File: src/rtl/fifo_wr_arbiter.sv
// fifo_wr_arbiter: shares the write port of an 8-deep fifo between two
// valid/ready producers. The default build is round-robin with bounded bursts.
// Defining FIFO_WR_ARB_STRICT_PRIO_EN gives requester 0 fixed priority, and
// requester 1 gets one transfer each time requester 0 completes BURST_MAX.
// F_DIN/F_WR are registered. Writes are throttled from FULL/almostFULL so the
// fifo is never overrun.
module fifo_wr_arbiter #(
  parameter int unsigned DW        = 16,
  parameter int unsigned BURST_MAX = 4
) (
  input  logic          CLK,
  input  logic          RST,
  input  logic          REQ0,
  input  logic [DW-1:0] DIN0,
  output logic          ACK0,
  input  logic          REQ1,
  input  logic [DW-1:0] DIN1,
  output logic          ACK1,
  output logic [DW-1:0] F_DIN,
  output logic          F_WR,
  input  logic          F_FULL,
  input  logic          F_AFULL,
  input  logic          F_OVER,
  output logic          OWNER,
  output logic          BUSY,
  output logic [15:0]   STALL_CNT,
  output logic          ERR
);

  typedef enum logic [1:0] {
    StIdle = 2'd0,
    StOwn0 = 2'd1,
    StOwn1 = 2'd2
  } state_e;

  localparam logic [3:0] BurstMax = 4'(BURST_MAX);

  state_e        state_q, state_d;
  logic [3:0]    burst_q, burst_d, burst_inc;
  logic          last_q, last_d;
  logic          f_wr_q;
  logic [DW-1:0] f_din_q;
  logic          owner_q, busy_q, err_q;
  logic [15:0]   stall_q;
  logic          allow, ack0, ack1, xfer, stall;
  logic [DW-1:0] xfer_data;

  // Flow control and handshakes. A write in flight is not yet visible in the
  // flags, so almostFULL together with F_WR already means full.
  always_comb begin
    allow     = !F_FULL && !(f_wr_q && F_AFULL);
    ack0      = RST && (state_q == StOwn0) && REQ0 && allow;
    ack1      = RST && (state_q == StOwn1) && REQ1 && allow;
    xfer      = ack0 || ack1;
    xfer_data = ack1 ? DIN1 : DIN0;
    stall     = RST && !allow &&
                (((state_q == StOwn0) && REQ0) || ((state_q == StOwn1) && REQ1));
    // The burst count saturates so that a lone owner keeps the grant.
    burst_inc = (burst_q >= BurstMax) ? BurstMax : burst_q + 4'd1;
  end

  // Next-state logic for grant ownership, the burst count and last-served.
  always_comb begin
    state_d = state_q;
    burst_d = burst_q;
    last_d  = last_q;
    unique case (state_q)
      StIdle: begin
        burst_d = '0;
        if (REQ0 && REQ1) begin
`ifdef FIFO_WR_ARB_STRICT_PRIO_EN
          state_d = StOwn0;
`else
          state_d = last_q ? StOwn0 : StOwn1;
`endif
        end else if (REQ0) begin
          state_d = StOwn0;
        end else if (REQ1) begin
          state_d = StOwn1;
        end
      end
      StOwn0: begin
        if (ack0) begin
          last_d  = 1'b0;
          burst_d = burst_inc;
        end
        if (!REQ0) begin
          state_d = REQ1 ? StOwn1 : StIdle;
          burst_d = '0;
        end else if (ack0 && (burst_inc == BurstMax) && REQ1) begin
          state_d = StOwn1;
          burst_d = '0;
        end
      end
      StOwn1: begin
        if (ack1) begin
          last_d  = 1'b1;
          burst_d = burst_inc;
        end
        if (!REQ1) begin
          state_d = REQ0 ? StOwn0 : StIdle;
          burst_d = '0;
`ifdef FIFO_WR_ARB_STRICT_PRIO_EN
        // Hand back to 0 once 1 has made its transfer, regardless of burst.
        end else if (REQ0 && ack1) begin
`else
        end else if (ack1 && (burst_inc == BurstMax) && REQ0) begin
`endif
          state_d = StOwn0;
          burst_d = '0;
        end
      end
      default: begin
        state_d = StIdle;
        burst_d = '0;
      end
    endcase
  end

  // State and registered outputs. Reset drops any in-flight write.
  always_ff @(posedge CLK) begin
    if (!RST) begin
      state_q <= StIdle;
      burst_q <= '0;
      last_q  <= 1'b1;
      f_wr_q  <= 1'b0;
      f_din_q <= '0;
      owner_q <= 1'b0;
      busy_q  <= 1'b0;
      stall_q <= '0;
      err_q   <= 1'b0;
    end else begin
      state_q <= state_d;
      burst_q <= burst_d;
      last_q  <= last_d;
      f_wr_q  <= xfer;
      if (xfer) begin
        f_din_q <= xfer_data;
      end
      busy_q <= (state_d != StIdle);
      if (state_d != StIdle) begin
        owner_q <= (state_d == StOwn1);
      end
      if (stall && (stall_q != 16'hFFFF)) begin
        stall_q <= stall_q + 16'd1;
      end
      if (F_OVER) begin
        err_q <= 1'b1;
      end
    end
  end

  assign ACK0      = ack0;
  assign ACK1      = ack1;
  assign F_WR      = f_wr_q;
  assign F_DIN     = f_din_q;
  assign OWNER     = owner_q;
  assign BUSY      = busy_q;
  assign STALL_CNT = stall_q;
  assign ERR       = err_q;

endmodule

File: config.mk
export PLATFORM = sky130hd
export DESIGN_NAME = fifo_wr_arbiter
export DESIGN_NICKNAME = d
export VERILOG_FILES = /design/src/rtl/fifo_wr_arbiter.sv
export SDC_FILE = /design/constraint.sdc
export NUM_CORES = 1
export LEC_CHECK = 0
export BUFFER_PORTS_ARGS = -buffer_cell sky130_fd_sc_hd__buf_2
export CAP_MARGIN = 20
export CORE_ASPECT_RATIO = 0.7
export CORE_MARGIN = 2
export CORE_UTILIZATION = 40
export CTS_CLUSTER_SIZE = 28
export DETAILED_ROUTE_END_ITERATION = 10
export PLACE_DENSITY = 0.71
export SYNTH_ARGS = -nofsm -noshare
export SYNTH_HDL_FRONTEND = slang
export SYNTH_SLANG_ARGS = --single-unit
export TNS_END_PERCENT = 5
File: constraint.sdc
create_clock -name CLK -period 2.6 [get_ports CLK]
set_input_delay 0.39 -clock CLK [delete_from_list [all_inputs] [get_ports CLK]]
set_output_delay 0.39 -clock CLK [all_outputs]
set_load 0.005 [all_outputs]
# --- Word-level counts from Yosys, hierarchy flattened ---
# Index checks and enable logic that the tools add are counted.
classes:
  add_sub_neg: 2
  order_cmp: 1
  n_eq_ne: 9
  n_mux: 23
  reduce_logical: 28
op_table:
  columns: ["operator", "count"]
  rows:
  - ["$mux W4", 7]
  - ["$logic_and A1 B1 Y1", 18]
  - ["$mux W2", 9]
  - ["$add A16 B1 Y16 const B", 1]
  - ["$mux W16", 1]
  - ["$ne A16 B16 Y1 const B", 1]
  - ["$ne A4 B3 Y1 const B", 2]
  - ["$pmux W4 S2", 1]
  - ["$pmux W2 S3", 1]
  - ["$add A4 B1 Y4 const B", 1]
  - ["$eq A2 B2 Y1 const B", 2]
  - ["$eq A4 B3 Y1 const B", 1]
  - ["$ge A4 B3 Y1 const B", 1]
  - ["$ne A2 B2 Y1 const B", 2]
  - ["$reduce_bool A2 Y1", 2]
  - ["$logic_not A1 Y1", 3]
  - ["$mux W1", 3]
  - ["$reduce_and A3 Y1", 1]
  - ["$eq A2 B1 Y1 const B", 1]
  - ["$logic_not A2 Y1", 1]
  - ["$logic_or A1 B1 Y1", 2]
  - ["$pmux W1 S2", 1]
  - ["$reduce_and A2 Y1", 1]
word_totals:
  register_bits: 43
  output_inout_bits: 38
  wordCells: 72

# --- Logic depth before layout (Yosys ltp) ---
# Gate-level depths: netlist (run 1).
logic_depth:
  ltp_word: 10
  mapped_depth: 9

# --- Least setup slack after synthesis (run 1) ---
# Ideal clock, no wire load.
synth_timing:
  kind: "register to output"
  from: "reg state_q[0]"
  to: "out ACK1"
  arrival_time_ps: 1546
  t_required_ps: 2210
  setup_slack_ps: 664
  stages_incl_launch_ff: 8
  path_cell_list: "dfxtp_1 > inv_1 > ha_1 > nand3_1 > or2_1 > buf_2 > clkbuf_1 > inv_1"
synth_via:
  elab_chain_len: 4
synth_rtl:
  columns: ["item", "line_no", "rtl"]
  rows:
  - ["from (decl)", "38", "state_e state_q, state_d;"]
  - ["from (signal assigned)", "123", "state_q <= StIdle;"]
  - ["from (signal assigned)", "133", "state_q <= state_d;"]
  - ["$eq A2 B2 Y1", "53", "ack1 = RST && (state_q == StOwn1) && REQ1 && allow;"]
  - ["$logic_and A1 B1 Y1 (3 in series)", "53", null]
  - ["to (decl)", "18", "output logic ACK1,"]
# No other way between the ends.

# --- Final worst setup path (run 1) ---
# Ends and elaborated chain as after synthesis.

==> out/qor.yml, run 1 <==
pwr-share-seq_pct: 54.2
route.detailed.wl_per_inst_um: 13.3
timing.reg2reg.worst_path_depth: 7
timing_worst_setup_path_type: "reg -> out"
status: "finished, final reports clean"
cts_resized: 0
hold_buffers: 0
place.detailed.hpwl_um: 4090
core-area_um2: 5340
drcViolationCount: 0
hp-start: "F_OVER"
regToRegEndpoint: "STALL_CNT[4]"
yosys_most_used_dff: "sky130_fd_sc_hd__dfxtp_1"
multi_input_comb_area_um2: 1270
io_pins: 77
ys_seq_area_share_pct: 38.2
setup_violations: 0
drt_wl_total_um: 5500
wirelength_met1_um: 2970
synth.top_cell.area_share_pct: 38.2
timing.max_cap.violations: 0
synthCells: 269
first_pass_iters: 4
cts_buffer_depth: 2
worstPathCellList: "inv_1 > ha_1 > nand3_1 > or2_1 > inv_1 > buf_2"
critical_path_arrival_ns: 1.86
syn_area_per_cell_um2: 8.37
crit_path_top_delay_cell: "sky130_fd_sc_hd__or2_1"
die_area_um2: 6250
antennaDiodeCount: 0
row_count: 22
vias: 2153
post-route-cell-area_um2: 2760
critical_path_required_ns: 2.21
worstPathBufferInverterCount: 3
antenna_violating_nets_post_route: 0
hold_ws_ns: 0.297
maximum_number_of_pins_on_one_net_before_global_route_repair: 22
synth_top_area_cell: "sky130_fd_sc_hd__dfxtp_1"
dp_slack_ns: 0.436
die_w_um: 93.7
area.growth.synth_to_final_pct: 22.8
finalCriticalPeriod_ns: 2.25
drive_gt1_share_pct: 29.2
drt_iter0_markers: 95
cts_num_sinks: 43
num-nets-final: 388
number_of_antenna_violations_at_the_first_check_in_global_routing: 0
synth.lib_cells_used.distinct: 49
fin_ws_ns: 0.347
critPathMaxFanout: 13
setup.reg_to_reg.worst_slack_ns: 0.38
grt_setup_unrepaired: "false"
synth.top_cells.by_area: "sky130_fd_sc_hd__dfxtp_1, sky130_fd_sc_hd__nand2_1, sky130_fd_sc_hd__o2bb2ai_1, sky130_fd_sc_hd__a21oi_1, sky130_fd_sc_hd__nand3_1"
grt_pass1_vias: 1962
cellLeakagePower_nw: 1.25
netSwitchingPower_mw: 0.340
yosys.cell_count.top_type: "sky130_fd_sc_hd__dfxtp_1"
clkSlewWorstSetupHoldPaths_ns: 0.07
p_sw_share_pct: 26.4
synth.cell_area_um2: 2250
worst_skew_pair.late_latency_ns: 0.30
crit_path_max_incr_delay_ns: 0.39
detail_route.vias_per_cell: 5.20
synthesis.yosys.warnings: 0
synth_fp_nets: 314
synth_enable_flop_cells: 0
final_core_util_pct: 51.8
endpoint_kind: "output pin"
worst_pin_slew_ns: 0.507
vdd_ir_drop_max_mv: 0.189
share_comb_of_total_power_pct: 15.3
reg2reg_from: "state_q[0]"
timing.hold.worst.class: "in -> reg"
timing.slew.headroom_pct: 66.0
netlist_top_cells_count: "sky130_fd_sc_hd__dfxtp_1, sky130_fd_sc_hd__nand2_1, sky130_fd_sc_hd__a21oi_1, sky130_fd_sc_hd__nand3_1, sky130_fd_sc_hd__nor2_1"
buffer_count_from_post_cts_setup_fixing: 0
register_area_um2: 861
port_buffers: 76
htree_levels: 2
root_buffer: "sky130_fd_sc_hd__clkbuf_8"
cts_tree: "done"
topRoutingLayerUsed: "met4"
fin_skew_ns: 0.00682
final.fill_count: 524
gr-usage-all-layers_pct: 18.2
cpLargestDelayFamily: "simple AND/OR/NAND/NOR gates"
total_power_mw: 1.29
postPlaceCellArea_um2: 2690
cellPowerDensity_nw_per_um2: 466
detailroute.wirelength.met2_um: 2220
cts-buffers-inserted: 5
power.share.clock_pct: 30.5
layoutNonFillerInstCount: 414
whs_path_depth: 3
die-height_um: 66.8
route.met3.wl_um: 249
dp.cells: 408
worst_path_most_repeated_cell: "sky130_fd_sc_hd__inv_1"
grt_overflow: 0
hold_viol: 0
timing.final.crit_share_pct: 86.7
synth_seq_cells: 43
setup-tns-final_ns: 0
hold_end: "ERR"
async_flop_share_pct: 0
grt_first_pass_wirelength_um: 8960
initial_standard_cell_utilization_of_the_core_pct: 42.2
timing_max_transition_violations_final: 0
gp_routability_congestion: 0.871
clock.fmax_mhz: 444
cellInternalPower_mw: 0.948
timing.critical_path.from_type: "flip-flop"
## layer usage
layer  track usage (%)  vias to the layer above
met5                 0                        -
met4              5.62                        0
met3              3.85                        6
met2              26.6                       42
met1              26.7                      983
li1                  -                     1122
## power groups by stage
stage	Sequential (mW)	Combinational (mW)	Clock, mW
4_1_cts	0.697	0.196	0.406
3_5_place_dp	0.713	0.195	0
2_1_floorplan	0.712	0.122	0
6_report	0.698	0.198	0.393
5_1_grt	0.701	0.218	0.434
3_3_place_gp	0.711	0.192	0
## final cells by class
cell class,count,share of cell area (%)
inverters,10,1.40
flip-flops and latches,43,31.1
multi-input cells,200,45.9
repair buffers,83,15.7
well taps,72,3.26
clock buffers,6,2.63
## worst reg2reg max path, stage by stage, from the launching register on
cell and delay, ns:
sky130_fd_sc_hd__dfxtp_1 0.37, sky130_fd_sc_hd__inv_1 0.15, sky130_fd_sc_hd__ha_1 0.34, sky130_fd_sc_hd__nand2_2 0.10
sky130_fd_sc_hd__a211o_1 0.47, sky130_fd_sc_hd__a31oi_4 0.36, sky130_fd_sc_hd__nand4_1 0.17, sky130_fd_sc_hd__mux2i_1 0.15
## cells by family after synthesis
family                   synth area share, %
AO/OA/AOI/OAI                           20.8
XOR/XNOR                                1.95
adder cells (fa/ha/maj)                 3.34
buffers and inverters                   5.39
flip-flops                              38.2
multiplexers                            3.11
AND/OR/NAND/NOR                         27.1
## cell usage in the layout, fill, tap and decap left out, types with 2 or more instances in the layout
cell,n
sky130_fd_sc_hd__buf_2,76
sky130_fd_sc_hd__dfxtp_1,43
sky130_fd_sc_hd__nand2_1,39
sky130_fd_sc_hd__a21oi_1,27
sky130_fd_sc_hd__nand3_1,21
sky130_fd_sc_hd__nor2_1,21
sky130_fd_sc_hd__o2bb2ai_1,16
sky130_fd_sc_hd__inv_1,9
sky130_fd_sc_hd__nand4_1,7
sky130_fd_sc_hd__mux2i_1,7
sky130_fd_sc_hd__buf_4,7
sky130_fd_sc_hd__ha_1,6
sky130_fd_sc_hd__xnor2_1,5
sky130_fd_sc_hd__clkbuf_8,5
sky130_fd_sc_hd__nor3_1,4
sky130_fd_sc_hd__nand2b_1,4
sky130_fd_sc_hd__o21ai_0,4
sky130_fd_sc_hd__nand2_2,2
sky130_fd_sc_hd__a21o_1,2
sky130_fd_sc_hd__and4_1,2
sky130_fd_sc_hd__and3_1,2
sky130_fd_sc_hd__a21boi_0,2
sky130_fd_sc_hd__o22ai_1,2
sky130_fd_sc_hd__a221o_1,2
sky130_fd_sc_hd__a211oi_1,2
sky130_fd_sc_hd__nor4_2,2
sky130_fd_sc_hd__nand4b_1,2
## worst max-delay path by stage
stage | from | end | slack, ns | cells past startpoint
6_report | state_q[0] | ACK1 | 0.35 | 6
5_1_grt | state_q[0] | ACK1 | 0.23 | 6
4_1_cts | state_q[1] | ACK0 | 0.34 | 6
3_5_place_dp | state_q[1] | BUSY | 0.44 | 8
3_3_place_gp | state_q[0] | STALL_CNT[4] | 0.52 | 7
2_1_floorplan | state_q[0] | ACK1 | 0.66 | 7
## flip-flops by register name, summed over array words and instances (netlist names)
signal,flops
F_DIN,16
STALL_CNT,16
burst_q,4
state_q,2
BUSY,1
ERR,1
F_WR,1
OWNER,1
last_q,1
No activity file was read; power rests on OpenSTA's default activity.
==> run 2, diff against run 1 <==
--- a/config.mk
+++ b/config.mk
@@ -6,5 +6,6 @@
 export NUM_CORES = 1
 export LEC_CHECK = 0
-export BUFFER_PORTS_ARGS = -buffer_cell sky130_fd_sc_hd__buf_2
+export ABC_AREA = 1
+export BUFFER_PORTS_ARGS = -buffer_cell sky130_fd_sc_hd__buf_4
 export CAP_MARGIN = 20
 export CORE_ASPECT_RATIO = 0.7
@@ -13,5 +14,5 @@
 export CTS_CLUSTER_SIZE = 28
 export DETAILED_ROUTE_END_ITERATION = 10
-export PLACE_DENSITY = 0.71
+export PLACE_DENSITY = 0.72
 export SYNTH_ARGS = -nofsm -noshare
 export SYNTH_HDL_FRONTEND = slang
==> constraint.sdc (replaced) <==
create_clock -name CLK -period 2.6 [get_ports CLK]
set_input_delay 0.39 -clock CLK [delete_from_list [all_inputs] [get_ports CLK]]
set_output_delay 0.39 -clock CLK [all_outputs]
set_load 0.1 [all_outputs]
==> run 2 against run 1 <==
Net effect:
- wire length fell by 7.0%
- largest power group unchanged
- power grew 24%
- non-clock buffer count shrank 6
- largest cell class unchanged
==> out/qor.yml, run 2 <==
timing.final.crit_share_pct: 90.0  # was 86.7%
finalCriticalPeriod_ns: 2.34  # was 2.25 ns
setup-tns-final_ns: 0  # unchanged
worstPathCellList: "inv_1 > ha_1 > nand2_2 > nor2_1 > nand2_1 > inv_2 > buf_4"  # was inv_1 > ha_1 > nand3_1 > or2_1 > inv_1 > buf_2
yosys.cell_count.top_type: "sky130_fd_sc_hd__nand2_1"  # was sky130_fd_sc_hd__dfxtp_1
clock.fmax_mhz: 427  # was 444 MHz
synth.top_cell.area_share_pct: 40.6  # was 38.2%
drcViolationCount: 0  # unchanged
crit_path_max_incr_delay_ns: 0.36  # was 0.39 ns
place.detailed.hpwl_um: 3860  # was 4090 um
crit_path_top_delay_cell: "sky130_fd_sc_hd__buf_4"  # was sky130_fd_sc_hd__or2_1
area.growth.synth_to_final_pct: 34.0  # was 22.8%
row_count: 22  # unchanged
endpoint_kind: "output pin"  # unchanged
multi_input_comb_area_um2: 1070  # was 1270 um2
antennaDiodeCount: 0  # unchanged
synthesis.yosys.warnings: 0  # unchanged
async_flop_share_pct: 0  # unchanged
fin_ws_ns: 0.259  # was 0.347 ns
register_area_um2: 861  # unchanged
die_area_um2: 5910  # was 6250 um2
gr-usage-all-layers_pct: 18.3  # was 18.2%
hold_buffers: 0  # unchanged
io_pins: 77  # unchanged
hold_viol: 0  # unchanged
cts_resized: 0  # unchanged
fin_skew_ns: 0.00880  # was 0.00682 ns
timing_max_transition_violations_final: 0  # unchanged
syn_area_per_cell_um2: 7.16  # was 8.37 um2
yosys_most_used_dff: "sky130_fd_sc_hd__dfxtp_1"  # unchanged
most_frequent_standard_cell_in_the_layout_excluding_fill_and_tap_cells: "sky130_fd_sc_hd__buf_4"  # was sky130_fd_sc_hd__buf_2
status: "finished, final reports clean"  # unchanged
worst_skew_pair.late_latency_ns: 0.29  # was 0.30 ns
cellLeakagePower_nw: 1.24  # was 1.25 nW
critical_path_required_ns: 2.21  # about the same
drt_wl_total_um: 5110  # was 5500 um
postPlaceCellArea_um2: 2720  # was 2690 um2
timing.critical_path.from_type: "flip-flop"  # unchanged
first_pass_iters: 6  # was 4
synth_enable_flop_cells: 0  # unchanged
critPathMaxFanout: 19  # was 13
post-route-cell-area_um2: 2840  # was 2760 um2
vias: 2144  # was 2,153
timing.hold.worst.class: "in -> reg"  # unchanged
synth_fp_nets: 341  # was 314
synth.top_cells.by_area: "sky130_fd_sc_hd__dfxtp_1, sky130_fd_sc_hd__nand2_1, sky130_fd_sc_hd__nor2_1, sky130_fd_sc_hd__a21oi_1, sky130_fd_sc_hd__o21ai_0"  # was sky130_fd_sc_hd__dfxtp_1, sky130_fd_sc_hd__nand2_1, sky130_fd_sc_hd__o2bb2ai_1, sky130_fd_sc_hd__a21oi_1, sky130_fd_sc_hd__nand3_1
cellPowerDensity_nw_per_um2: 564  # was 466 nW/um2
whs_path_depth: 3  # unchanged
grt_overflow: 0  # unchanged
gp_routability_congestion: 0.929  # was 0.871
clkSlewWorstSetupHoldPaths_ns: 0.08  # was 0.07 ns
htree_levels: 2  # unchanged
synthCells: 296  # was 269
netlist_top_cells_count: "sky130_fd_sc_hd__nand2_1, sky130_fd_sc_hd__dfxtp_1, sky130_fd_sc_hd__nor2_1, sky130_fd_sc_hd__a21oi_1"  # was sky130_fd_sc_hd__dfxtp_1, sky130_fd_sc_hd__nand2_1, sky130_fd_sc_hd__a21oi_1, sky130_fd_sc_hd__nand3_1, sky130_fd_sc_hd__nor2_1
port_buffers: 76  # unchanged
critical_path_arrival_ns: 1.95  # was 1.86 ns
grt_pass1_vias: 1974  # was 1,962
antenna_violating_nets_post_route: 0  # unchanged
cts_num_sinks: 43  # unchanged
synth.cell_area_um2: 2120  # was 2250 um2
die_w_um: 91.0  # was 93.7 um
synth_seq_cells: 43  # unchanged
worst_pin_slew_ns: 0.376  # was 0.507 ns
timing.slew.headroom_pct: 74.7  # was 66.0%
timing_worst_setup_path_type: "reg -> out"  # unchanged
cts_tree: "done"  # unchanged
num-nets-final: 414  # was 388
detail_route.vias_per_cell: 4.85  # was 5.20
setup_violations: 0  # unchanged
drt_iter0_markers: 103  # was 95
timing.max_cap.violations: 0  # unchanged
number_of_antenna_violations_at_the_first_check_in_global_routing: 0  # unchanged
cts-buffers-inserted: 5  # unchanged
drive_gt1_share_pct: 27.8  # was 29.2%
total_power_mw: 1.60  # was 1.29 mW
route.detailed.wl_per_inst_um: 11.6  # was 13.3 um
final.fill_count: 513  # was 524
layout_common_cells: "sky130_fd_sc_hd__buf_4, sky130_fd_sc_hd__nand2_1, sky130_fd_sc_hd__dfxtp_1, sky130_fd_sc_hd__nor2_1, sky130_fd_sc_hd__a21oi_1"  # was sky130_fd_sc_hd__buf_2, sky130_fd_sc_hd__dfxtp_1, sky130_fd_sc_hd__nand2_1
maximum_number_of_pins_on_one_net_before_global_route_repair: 34  # was 22
grt_setup_unrepaired: "false"  # unchanged
cts_buffer_depth: 2  # unchanged
final_core_util_pct: 54.9  # was 51.8%
synth.lib_cells_used.distinct: 31  # was 49
timing.reg2reg.worst_path_depth: 10  # was 7
ys_seq_area_share_pct: 40.6  # was 38.2%
root_buffer: "sky130_fd_sc_hd__clkbuf_8"  # unchanged
initial_standard_cell_utilization_of_the_core_pct: 41.0  # was 42.2%
buffer_count_from_post_cts_setup_fixing: 0  # unchanged
core-area_um2: 5170  # was 5340 um2
synth_top_area_cell: "sky130_fd_sc_hd__dfxtp_1"  # unchanged
die-height_um: 64.9  # was 66.8 um
vdd_ir_drop_max_mv: 0.246  # was 0.189 mV
dp_slack_ns: 0.521  # was 0.436 ns
grt_first_pass_wirelength_um: 8850  # was 8960 um
[run 2: worst paths after layout]
| kind | startpoint | to | slack (ns) |
|---|---|---|---|
| worst max-delay path | state_q[0] | ACK1 | 0.26 |
| worst min-delay path | F_OVER | ERR | 0.30 |
| worst max register to register | state_q[0] | F_DIN[0] | 0.48 |
| worst min register to register | burst_q[3] | burst_q[3] | 0.44 |
[run 2: metal layers]
metal / vias up / global-route usage (%) / share of wire (%)
met5: - / 0 / 0
met4: 0 / 5.30 / 0.74
met3: 5 / 5.81 / 7.3
met2: 58 / 27.5 / 41
met1: 945 / 25.3 / 51
li1: 1136 / - / -
[run 2: critical path, delay by kind of cell, from the launching register on]
| family | cells | cell delay, ns |
|---|---|---|
| fa+ha+maj | 1 | 0.21 |
| buf+inv | 3 | 0.76 |
| flops | 1 | 0.34 |
| simple gates | 3 | 0.34 |
[run 2: cell type report]
| type | instances | share of cell area, % |
|---|---|---|
| inverter | 31 | 4.23 |
| clock inverter | 2 | 1.37 |
| sequential | 43 | 30.3 |
| clock buffer | 6 | 2.91 |
| timing repair buffer | 77 | 20.3 |
| tap | 72 | 3.17 |
| multi-input combinational | 211 | 37.7 |
[run 2: cells by family (layout without fill, tap and decap cells)]
family,Yosys count,in the layout,synth area share [%]
adders and majority gates,6,6,3.54
and+or+nand+nor,121,121,24.7
xor gates and xnor gates,1,1,0.413
AOI/OAI and AO/OA,83,83,21.9
buffers and inverters,42,116,8.91
DFF,43,43,40.6
[run 2: where the power goes]
group / switching (mW) / internal, mW
logic: 0.247 / 0.105
clock network: 0.235 / 0.316
registers: 0.0162 / 0.683
total: 0.498 / 1.10
[run 2: through the flow]
step                hold WS, ns  instances
finish                    0.300        442
global route              0.331        442
detailed placement        0.429        434
floorplan                 0.419        296
global placement          0.428        434
CTS                       0.293        442
